## src/rtl/simps_seq_ctrl.sv

```systemverilog
// SIMPS top-level sequencer: UFM reset, config, program write/read, load and
// inactive/active modes, with per-state watchdog, FAULT state and override channels.
module simps_seq_ctrl #(
  parameter int               N_OVR       = 4,
  parameter logic [N_OVR-1:0] GATE_MASK   = N_OVR'(1),
  parameter int               UFM_RST_CYC = 4,
  parameter int               TMO_W       = 24,
  parameter int               TMO_CYC     = 12_500_000
) (
  input  logic             CLK_25M,
  input  logic             reset,
  input  logic             res_sw,
  input  logic             enable,
  input  logic             enable_rise,
  input  logic             init_done_i,
  input  logic             cfg_done_i,
  input  logic             write_done_i,
  input  logic             read_done_i,
  input  logic             load_done_i,
  input  logic             sgclk_stopped_i,
  input  logic             sgclk_running_i,
  input  logic [N_OVR-1:0] ovr_valid,
  input  logic [N_OVR-1:0] ovr_value,
  input  logic [N_OVR-1:0] chan_fsm,
  output logic [N_OVR-1:0] chan_out,
  output logic             ps_en,
  output logic             fg_en,
  output logic             ufm_reset_n,
  output logic [1:0]       led_mode,
  output logic [3:0]       state,
  output logic             fault,
  output logic [3:0]       fault_code
);

  typedef enum logic [3:0] {
    S_IDLE     = 4'd0,
    S_UFM_RST  = 4'd1,
    S_CFG      = 4'd2,
    S_PROG_WR  = 4'd3,
    S_PROG_RD  = 4'd4,
    S_LOAD     = 4'd5,
    S_INACTIVE = 4'd6,
    S_ACTIVE   = 4'd7,
    S_FAULT    = 4'd8
  } state_t;

  localparam int               RC_W     = $clog2(UFM_RST_CYC + 1);
  localparam logic [RC_W-1:0]  RC_LAST  = RC_W'(UFM_RST_CYC - 1);
  localparam logic [TMO_W-1:0] TMO_LAST = TMO_W'(TMO_CYC - 1);

  localparam logic [1:0] LED_OFF   = 2'b00;
  localparam logic [1:0] LED_BLINK = 2'b01;
  localparam logic [1:0] LED_ON    = 2'b10;

  state_t           state_q, nxt_state;
  logic [TMO_W-1:0] wd_q, nxt_wd;
  logic [RC_W-1:0]  rst_cnt_q, nxt_rst_cnt;
  logic             nxt_ps, nxt_fg, nxt_ufm, nxt_fault;
  logic [1:0]       nxt_led;
  logic [3:0]       nxt_code;
  logic             timed, exit_ok;

  // Override strobes carry no ready: ovr_valid is a write strobe that is
  // always accepted on the edge it is seen (reset on the same edge wins).
  logic [N_OVR-1:0] ovr_active, ovr_val;

  assign state = state_q;

  always_ff @(posedge CLK_25M) begin
    if (reset) begin
      state_q     <= S_IDLE;
      wd_q        <= '0;
      rst_cnt_q   <= '0;
      ps_en       <= 1'b0;
      fg_en       <= 1'b0;
      ufm_reset_n <= 1'b1;
      led_mode    <= LED_BLINK;
      fault       <= 1'b0;
      fault_code  <= 4'd0;
    end else begin
      state_q     <= nxt_state;
      wd_q        <= nxt_wd;
      rst_cnt_q   <= nxt_rst_cnt;
      ps_en       <= nxt_ps;
      fg_en       <= nxt_fg;
      ufm_reset_n <= nxt_ufm;
      led_mode    <= nxt_led;
      fault       <= nxt_fault;
      fault_code  <= nxt_code;
    end
  end

  always_comb begin
    nxt_state   = state_q;
    nxt_rst_cnt = rst_cnt_q;
    nxt_ps      = ps_en;
    nxt_fg      = fg_en;
    nxt_ufm     = ufm_reset_n;
    nxt_led     = led_mode;
    nxt_fault   = fault;
    nxt_code    = fault_code;
    timed       = 1'b0;
    exit_ok     = 1'b0;

    case (state_q)
      S_IDLE: begin
        if (enable_rise && res_sw) begin
          nxt_state   = S_UFM_RST;
          nxt_ufm     = 1'b0;
          nxt_rst_cnt = '0;
        end
      end
      S_UFM_RST: begin
        timed = 1'b1;
        // ufm_reset_n returning high marks the end of the low phase.
        exit_ok = ufm_reset_n && init_done_i;
        if (!ufm_reset_n) begin
          if (rst_cnt_q == RC_LAST) nxt_ufm = 1'b1;
          else                      nxt_rst_cnt = rst_cnt_q + 1'b1;
        end
        if (exit_ok) nxt_state = S_CFG;
      end
      S_CFG: begin
        timed   = 1'b1;
        exit_ok = cfg_done_i;
        if (exit_ok) nxt_state = S_PROG_WR;
      end
      S_PROG_WR: begin
        timed   = 1'b1;
        exit_ok = write_done_i;
        nxt_led = LED_BLINK;
        if (exit_ok) begin
          nxt_state = S_PROG_RD;
          nxt_led   = LED_ON;
        end
      end
      S_PROG_RD: begin
        timed   = 1'b1;
        exit_ok = read_done_i;
        if (exit_ok) nxt_state = S_LOAD;
      end
      S_LOAD: begin
        if (load_done_i && !res_sw && !enable) nxt_state = S_INACTIVE;
      end
      S_INACTIVE: begin
        nxt_ps = 1'b0;
        nxt_fg = 1'b0;
        if (sgclk_stopped_i && !res_sw && enable_rise) begin
          nxt_state = S_ACTIVE;
          nxt_ps    = 1'b1;
        end
      end
      S_ACTIVE: begin
        nxt_ps = 1'b1;
        if (sgclk_running_i && enable && !res_sw) nxt_fg = 1'b1;
        if (sgclk_running_i && !enable && !res_sw) begin
          nxt_state = S_PROG_RD;
          nxt_ps    = 1'b0;
          nxt_fg    = 1'b0;
        end
      end
      S_FAULT: begin
        nxt_state = S_FAULT;
      end
      default: begin
        nxt_state = S_FAULT;
        nxt_code  = state_q;
      end
    endcase

    // An exit condition seen on the expiry cycle takes precedence.
    if (timed && !exit_ok && (wd_q == TMO_LAST)) begin
      nxt_state = S_FAULT;
      nxt_code  = state_q;
    end

    if (nxt_state == S_FAULT) begin
      nxt_ps    = 1'b0;
      nxt_fg    = 1'b0;
      nxt_ufm   = 1'b1;
      nxt_led   = LED_BLINK;
      nxt_fault = 1'b1;
    end

    nxt_wd = (timed && (nxt_state == state_q)) ? wd_q + 1'b1 : '0;
  end

  always_ff @(posedge CLK_25M) begin
    if (reset) begin
      ovr_active <= '0;
      ovr_val    <= '0;
    end else begin
      ovr_active <= ovr_active | ovr_valid;
      ovr_val    <= (ovr_val & ~ovr_valid) | (ovr_value & ovr_valid);
    end
  end

  always_comb begin
    chan_out = '0;
    for (int i = 0; i < N_OVR; i++) begin
      if (GATE_MASK[i] && (state_q == S_FAULT))
        chan_out[i] = 1'b0;
      else if (ovr_active[i])
        chan_out[i] = (GATE_MASK[i] && (state_q != S_ACTIVE)) ? 1'b0 : ovr_val[i];
      else
        chan_out[i] = chan_fsm[i];
    end
  end

  logic unused_led_off;
  assign unused_led_off = ^LED_OFF;

endmodule
```

## config.mk

```make
export PLATFORM = sky130hd
export DESIGN_NAME = simps_seq_ctrl
export DESIGN_NICKNAME = d
export VERILOG_FILES = /design/src/rtl/simps_seq_ctrl.sv
export SDC_FILE = /design/constraint.sdc
export NUM_CORES = 1
export LEC_CHECK = 0
export CORE_UTILIZATION = 53
export DETAILED_ROUTE_END_ITERATION = 6
export PLACE_DENSITY = 0.84
export SYNTH_ARGS = -nofsm -noshare
export SYNTH_HDL_FRONTEND = slang
export SYNTH_SLANG_ARGS = --single-unit
```

## constraint.sdc

```tcl
create_clock -name CLK_25M -period 2.5 [get_ports CLK_25M]
set_input_delay 0.375 -clock CLK_25M [delete_from_list [all_inputs] [get_ports CLK_25M]]
set_output_delay 0.375 -clock CLK_25M [all_outputs]
set_load 0.01 [all_outputs]
```

# After elaboration in Yosys (flattened, before gate mapping)
# Cells that the tools add are included.
[op_classes] n_lt_le_gt_ge=0 addsub=2 eq_ne=18 n_bitwise=6 multipliers=0 mux=35 div=0 shifts=0 reduce_logical=26
[ops] cell="4-bit 2-to-1 mux" count=11
[ops] cell="4-bit case mux with 8 select lines" count=1
[ops] cell="24-bit by 1-bit adder with 24-bit output, second input constant" count=1
[ops] cell="24-bit == test, second input constant" count=1
[ops] cell="4-bit by 3-bit == test with 1-bit output, second input constant" count=4
[ops] cell="1-bit 2-to-1 mux" count=14
[ops] cell="1-bit logical AND" count=13
[ops] cell="3-bit 2-to-1 mux" count=3
[ops] cell="9-bit OR reduction" count=1
[ops] cell="4-bit bitwise AND" count=2
[ops] cell="4-bit by 2-bit == test with 1-bit output, second input constant" count=2
[ops] cell="4-bit == test, second input constant" count=2
[ops] cell="4-bit bitwise OR" count=2
[ops] cell="2-bit != test, second input constant" count=3
[ops] cell="1-bit case mux with 2 select lines" count=3
[ops] cell="3-bit case mux with 2 select lines" count=1
[ops] cell="4-bit by 1-bit == test with 1-bit output, second input constant" count=1
[ops] cell="4-bit == test" count=1
[ops] cell="4-bit zero test" count=1
[ops] cell="4-bit by 3-bit != test with 1-bit output, second input constant" count=1
[ops] cell="4-bit inverter" count=1
[ops] cell="1-bit case mux with 4 select lines" count=1
[ops] cell="2-bit AND reduction" count=2
[ops] cell="4-bit AND reduction" count=1
[ops] cell="10 further kinds" count=14
[word_totals] memories=0 inputBits=24 mem_bits_rw=0 regBits=49 latchBits=0 rom_bits=0 elab_cells=98

# Logic depth before layout (Yosys ltp)
[depth] depth_word=10 ltp_mapped=7 ltp_nobuf=6

# Worst setup path after synthesis
# No wires, ideal clock.
[synth_timing] kind="register to register" startpoint="reg wd_q[9]" endpoint="reg wd_q[10]" setup_time_ps=103 path_stages_with_launch=7 slack_ps=193 arrival_ps=2204 period_less_slack_ps=2307 path_cell_list="dfxtp_1 -> or4_4 -> nor4_4 -> a41oi_2 -> mux2_4 -> buf_6 -> a2111oi_2"
[synth_via] elab_chain_cells=7 elab_cells_between_ends=8 cone_classes="1 x add/sub; 2 x eq/ne; 1 x mux; 1 x bitwise; 3 x reduce/logical"
[synth_lines] element="start, declared" line_no="56" rtl="logic [TMO_W-1:0] wd_q, nxt_wd;"
[synth_lines] element="start signal, assigned" line_no="82" rtl="wd_q <= nxt_wd;"
[synth_lines] element="24-bit == test" line_no="172" rtl="if (timed && !exit_ok && (wd_q == TMO_LAST)) begin"
[synth_lines] element="1-bit logical AND" line_no="172"
[synth_lines] element="4-bit 2-to-1 mux" line_no="172"
[synth_lines] element="4-bit == test" line_no="185" rtl="nxt_wd = (timed && (nxt_state == state_q)) ? wd_q + 1'b1 : '0;"
[synth_lines] element="1-bit logical AND" line_no="185"
[synth_lines] element="1-bit inverter (no source line)"
[synth_lines] element="2-bit OR reduction (no source line)"
# Several ways; a longest one is shown, not always the timed one.
# A chain may end at the register's enable or synchronous reset.

# Worst setup path in the final report
[layout_timing] startpoint="reg wd_q[16]" endpoint="reg wd_q[20]"
# Same word-level chain as after synthesis.

==> flow_metrics.py <==
metrics = {
    "sta": {
        "rsz0062_at_grt": "true",
        "fin_crit_sh_pct": 97.2,
        "setup_slack_ps": 70.4,
        "slew_headroom_pct": 59.2,
        "tightest_slew_ps": 612,
        "fin_crit_ps": 2430,
        "setup_viol": 0,
        "finClkSkew_ps": 7.43,
        "hold_viol": 0,
        "finalMaxSlewViolations": 0,
        "fmax_mhz": 412,
    },
    "drt": {
        "first_pass_iters": 4,
        "drc": 0,
        "wire_per_inst_um": 16.3,
        "ant_nets": 0,
        "via_per_inst": 5.95,
        "vias": 2337,
        "drt_iter0_drc": 159,
        "drt-total-wl_um": 6400,
    },
    "synthesis": {
        "synthTopCellsByArea": "dfxtp_1, a2111oi_2, nor2_1",
        "ys_seq_area_share_pct": 37.8,
        "synth_top_area_share_pct": 37.8,
        "yosysWarnings": 0,
        "yosys.cell_count.top_type": "dfxtp_1",
        "yosysTopAreaCell": "dfxtp_1",
        "yosysUniqueCellTypes": 52,
        "async_flop_share_pct": 0,
        "synth_cells": 272,
        "syn_avg_cell_area_um2": 9.53,
        "ys_seq_elements": 49,
        "ys.flop_type": "dfxtp_1",
        "synth_common_cells": "dfxtp_1, nor2_1, a2111oi_2",
        "postSynthNetCount": 299,
        "syn_area_um2": 2590,
        "synth_edf_count": 0,
    },
    "critical_path": {
        "ff2ff_path_depth": 5,
        "worstPathMaxFanout": 12,
        "r2r_end": "wd_q[20]",
        "crit_slowest_cell": "or4b_4",
        "required_ps": 2710,
        "worstSetupPathDepth": 5,
        "critPathTopFamily": "simple AND/OR/NAND/NOR gates",
        "end_kind": "flop",
        "path_buf_inv": 0,
        "cp.arrival_ps": 2640,
        "crit_chain": "or4b_4 -> nor4_4 -> a41oi_4 -> mux2_4 -> a2111oi_2",
        "r2r_start": "wd_q[16]",
        "cpPeakStageDelay_ps": 550,
        "startpoint_type": "flop",
        "rrSetupSlack_ps": 70,
        "worstSetupPathType": "reg -> reg",
    },
    "clock_tree": {
        "root_buffer": "clkbuf_8",
        "cts_buffers": 5,
        "path_clk_slew_ps": 90,
        "htreeDepth": 2,
        "holdBufCountCts": 0,
        "clk-insertion-delay-late_ps": 310,
        "cts_buffer_depth": 2,
        "clock-sinks": 49,
        "cts_tree": "yes",
    },
    "place": {
        "pre_cts_ws_ps": -181,
        "place_area_um2": 3170,
        "numPortBuffers": 41,
        "hpwlAfterDp_um": 4150,
        "gp_congestion": 0.887,
    },
    "cells_and_area": {
        "area_growth_syn_to_layout_pct": 30.0,
        "fin_area_um2": 3370,
        "fill_cells": 353,
        "fin_util_pct": 71.4,
        "fin_nets": 353,
        "drive_gt1_share_pct": 20.9,
        "num_antenna_cells": 0,
    },
    "hold_path": {
        "min_path_type": "reg -> reg",
        "hold_start": "fault",
        "hold_depth": 2,
        "min_to": "fault",
    },
    "floorplanning": {
        "boundaryPins": 42,
        "die_width_um": 71.9,
        "rows": 25,
        "core_um2": 4720,
        "die-area_um2": 5180,
        "start_util_pct": 54.9,
        "die_y_um": 71.9,
    },
    "power_and_ir_drop": {
        "p_leak_nw": 1.08,
        "irDropWorstVdd_mv": 0.364,
        "totalPowerFinal_mw": 1.59,
        "p_per_area_nw_per_um2": 470,
    },
    "grt": {
        "grt_pass1_wl_um": 10100,
        "grt_pass1_vias": 2211,
        "grt.total_usage_pct": 25.1,
        "grt_max_degree": 24,
        "antenna_found_initial": 0,
        "grt_overflow": 0,
    },
    "flow_run": {
        "max-cap-violations": 0,
    },
    "status": {
        "outcome": "finished, final reports clean",
    },
}
[worst max path at each step]
stage                                from  slack [ps]        to
after floorplan                   wd_q[9]         190  wd_q[10]
after global placement             res_sw        -100  wd_q[23]
after detailed placement  sgclk_running_i        -180   wd_q[4]
after CTS                         wd_q[9]           6   wd_q[5]
after global routing             wd_q[16]         -40   wd_q[7]
final                            wd_q[16]          70  wd_q[20]
[worst register-to-register path: cells and delay by family (launching register included)]
kind	cells	cell delay [ps]
compound gates	2	600
mux	1	470
simple gates	2	940
flops	1	320
[layer usage]
layer  global-route usage, %  vias to the layer above  part of all wire, %
li1                        -                     1140                    -
met1                    30.9                     1121                   42
met2                    42.6                       64                   51
met3                    6.53                       12                  5.3
met4                    9.15                        0                  2.0
met5                       0                        -                    0
[sequential cells by signal, summed over array words and instances, names as in the netlist, named ones only]
register,cells
ovr_active,4
rst_cnt_q,3
fault,1
wd_q,24
fg_en,1
led_mode,2
state,4
ps_en,1
ufm_reset_n,1
fault_code,4
[what timing repair did]
item | 4_1_cts | 5_1_grt
gates resized for setup | 0 | 15
setup endpoints to repair | 1 | 25
cloned | 1 | 1
pin swaps | 0 | 3
setup buffers | 0 | 1
[layout make-up]
cell class              instances  area, um^2  share of cell area (%)
multi-input cells             202        1610                    47.6
well taps                      67        83.8                    2.49
clock buffers                   7        86.3                    2.56
repair buffers                 62         588                    17.4
inverters                       6        22.5                   0.668
flip-flops and latches         49         985                    29.2
[power breakdown]
group | internal [mW] | switching (mW) | total [mW]
sequential | 0.795 | 0.0175 | 0.813
combinational | 0.127 | 0.165 | 0.292
clock | 0.220 | 0.261 | 0.481
[cells by family (layout without fill, tap and decap cells)]
group / Yosys count / count (layout) / synth area share (%)
muxes: 10 / 12 / 4.20
xor gates and xnor gates: 22 / 22 / 7.43
and+or+nand+nor: 103 / 103 / 22.5
buffers and inverters: 23 / 75 / 4.05
DFF: 49 / 49 / 37.8
adders and majority gates: 3 / 3 / 1.45
AOI/OAI and AO/OA: 62 / 62 / 22.5
[through the flow]
stage / instances / setup TNS (ps) / hold WS (ps)
global route: 393 / -223 / 479
floorplan: 272 / 0 / 442
detailed placement: 383 / -3120 / 446
global placement: 383 / -1690 / 432
CTS: 391 / 0 / 461
finish: 393 / 0 / 453
[cells in the final DEF, fill, tap and decap left out, types with 7 or more instances in the layout]
cell type,instances
xnor2_1,12
nand4_1,10
a2111oi_2,18
o21ai_0,7
nor3_1,8
clkdlybuf4s50_1,41
buf_4,18
a21oi_1,12
nand3_1,14
nor2_1,28
dfxtp_1,46
nand2_1,9
xor2_1,10
Note: power is estimated with default switching activity, not from simulation.
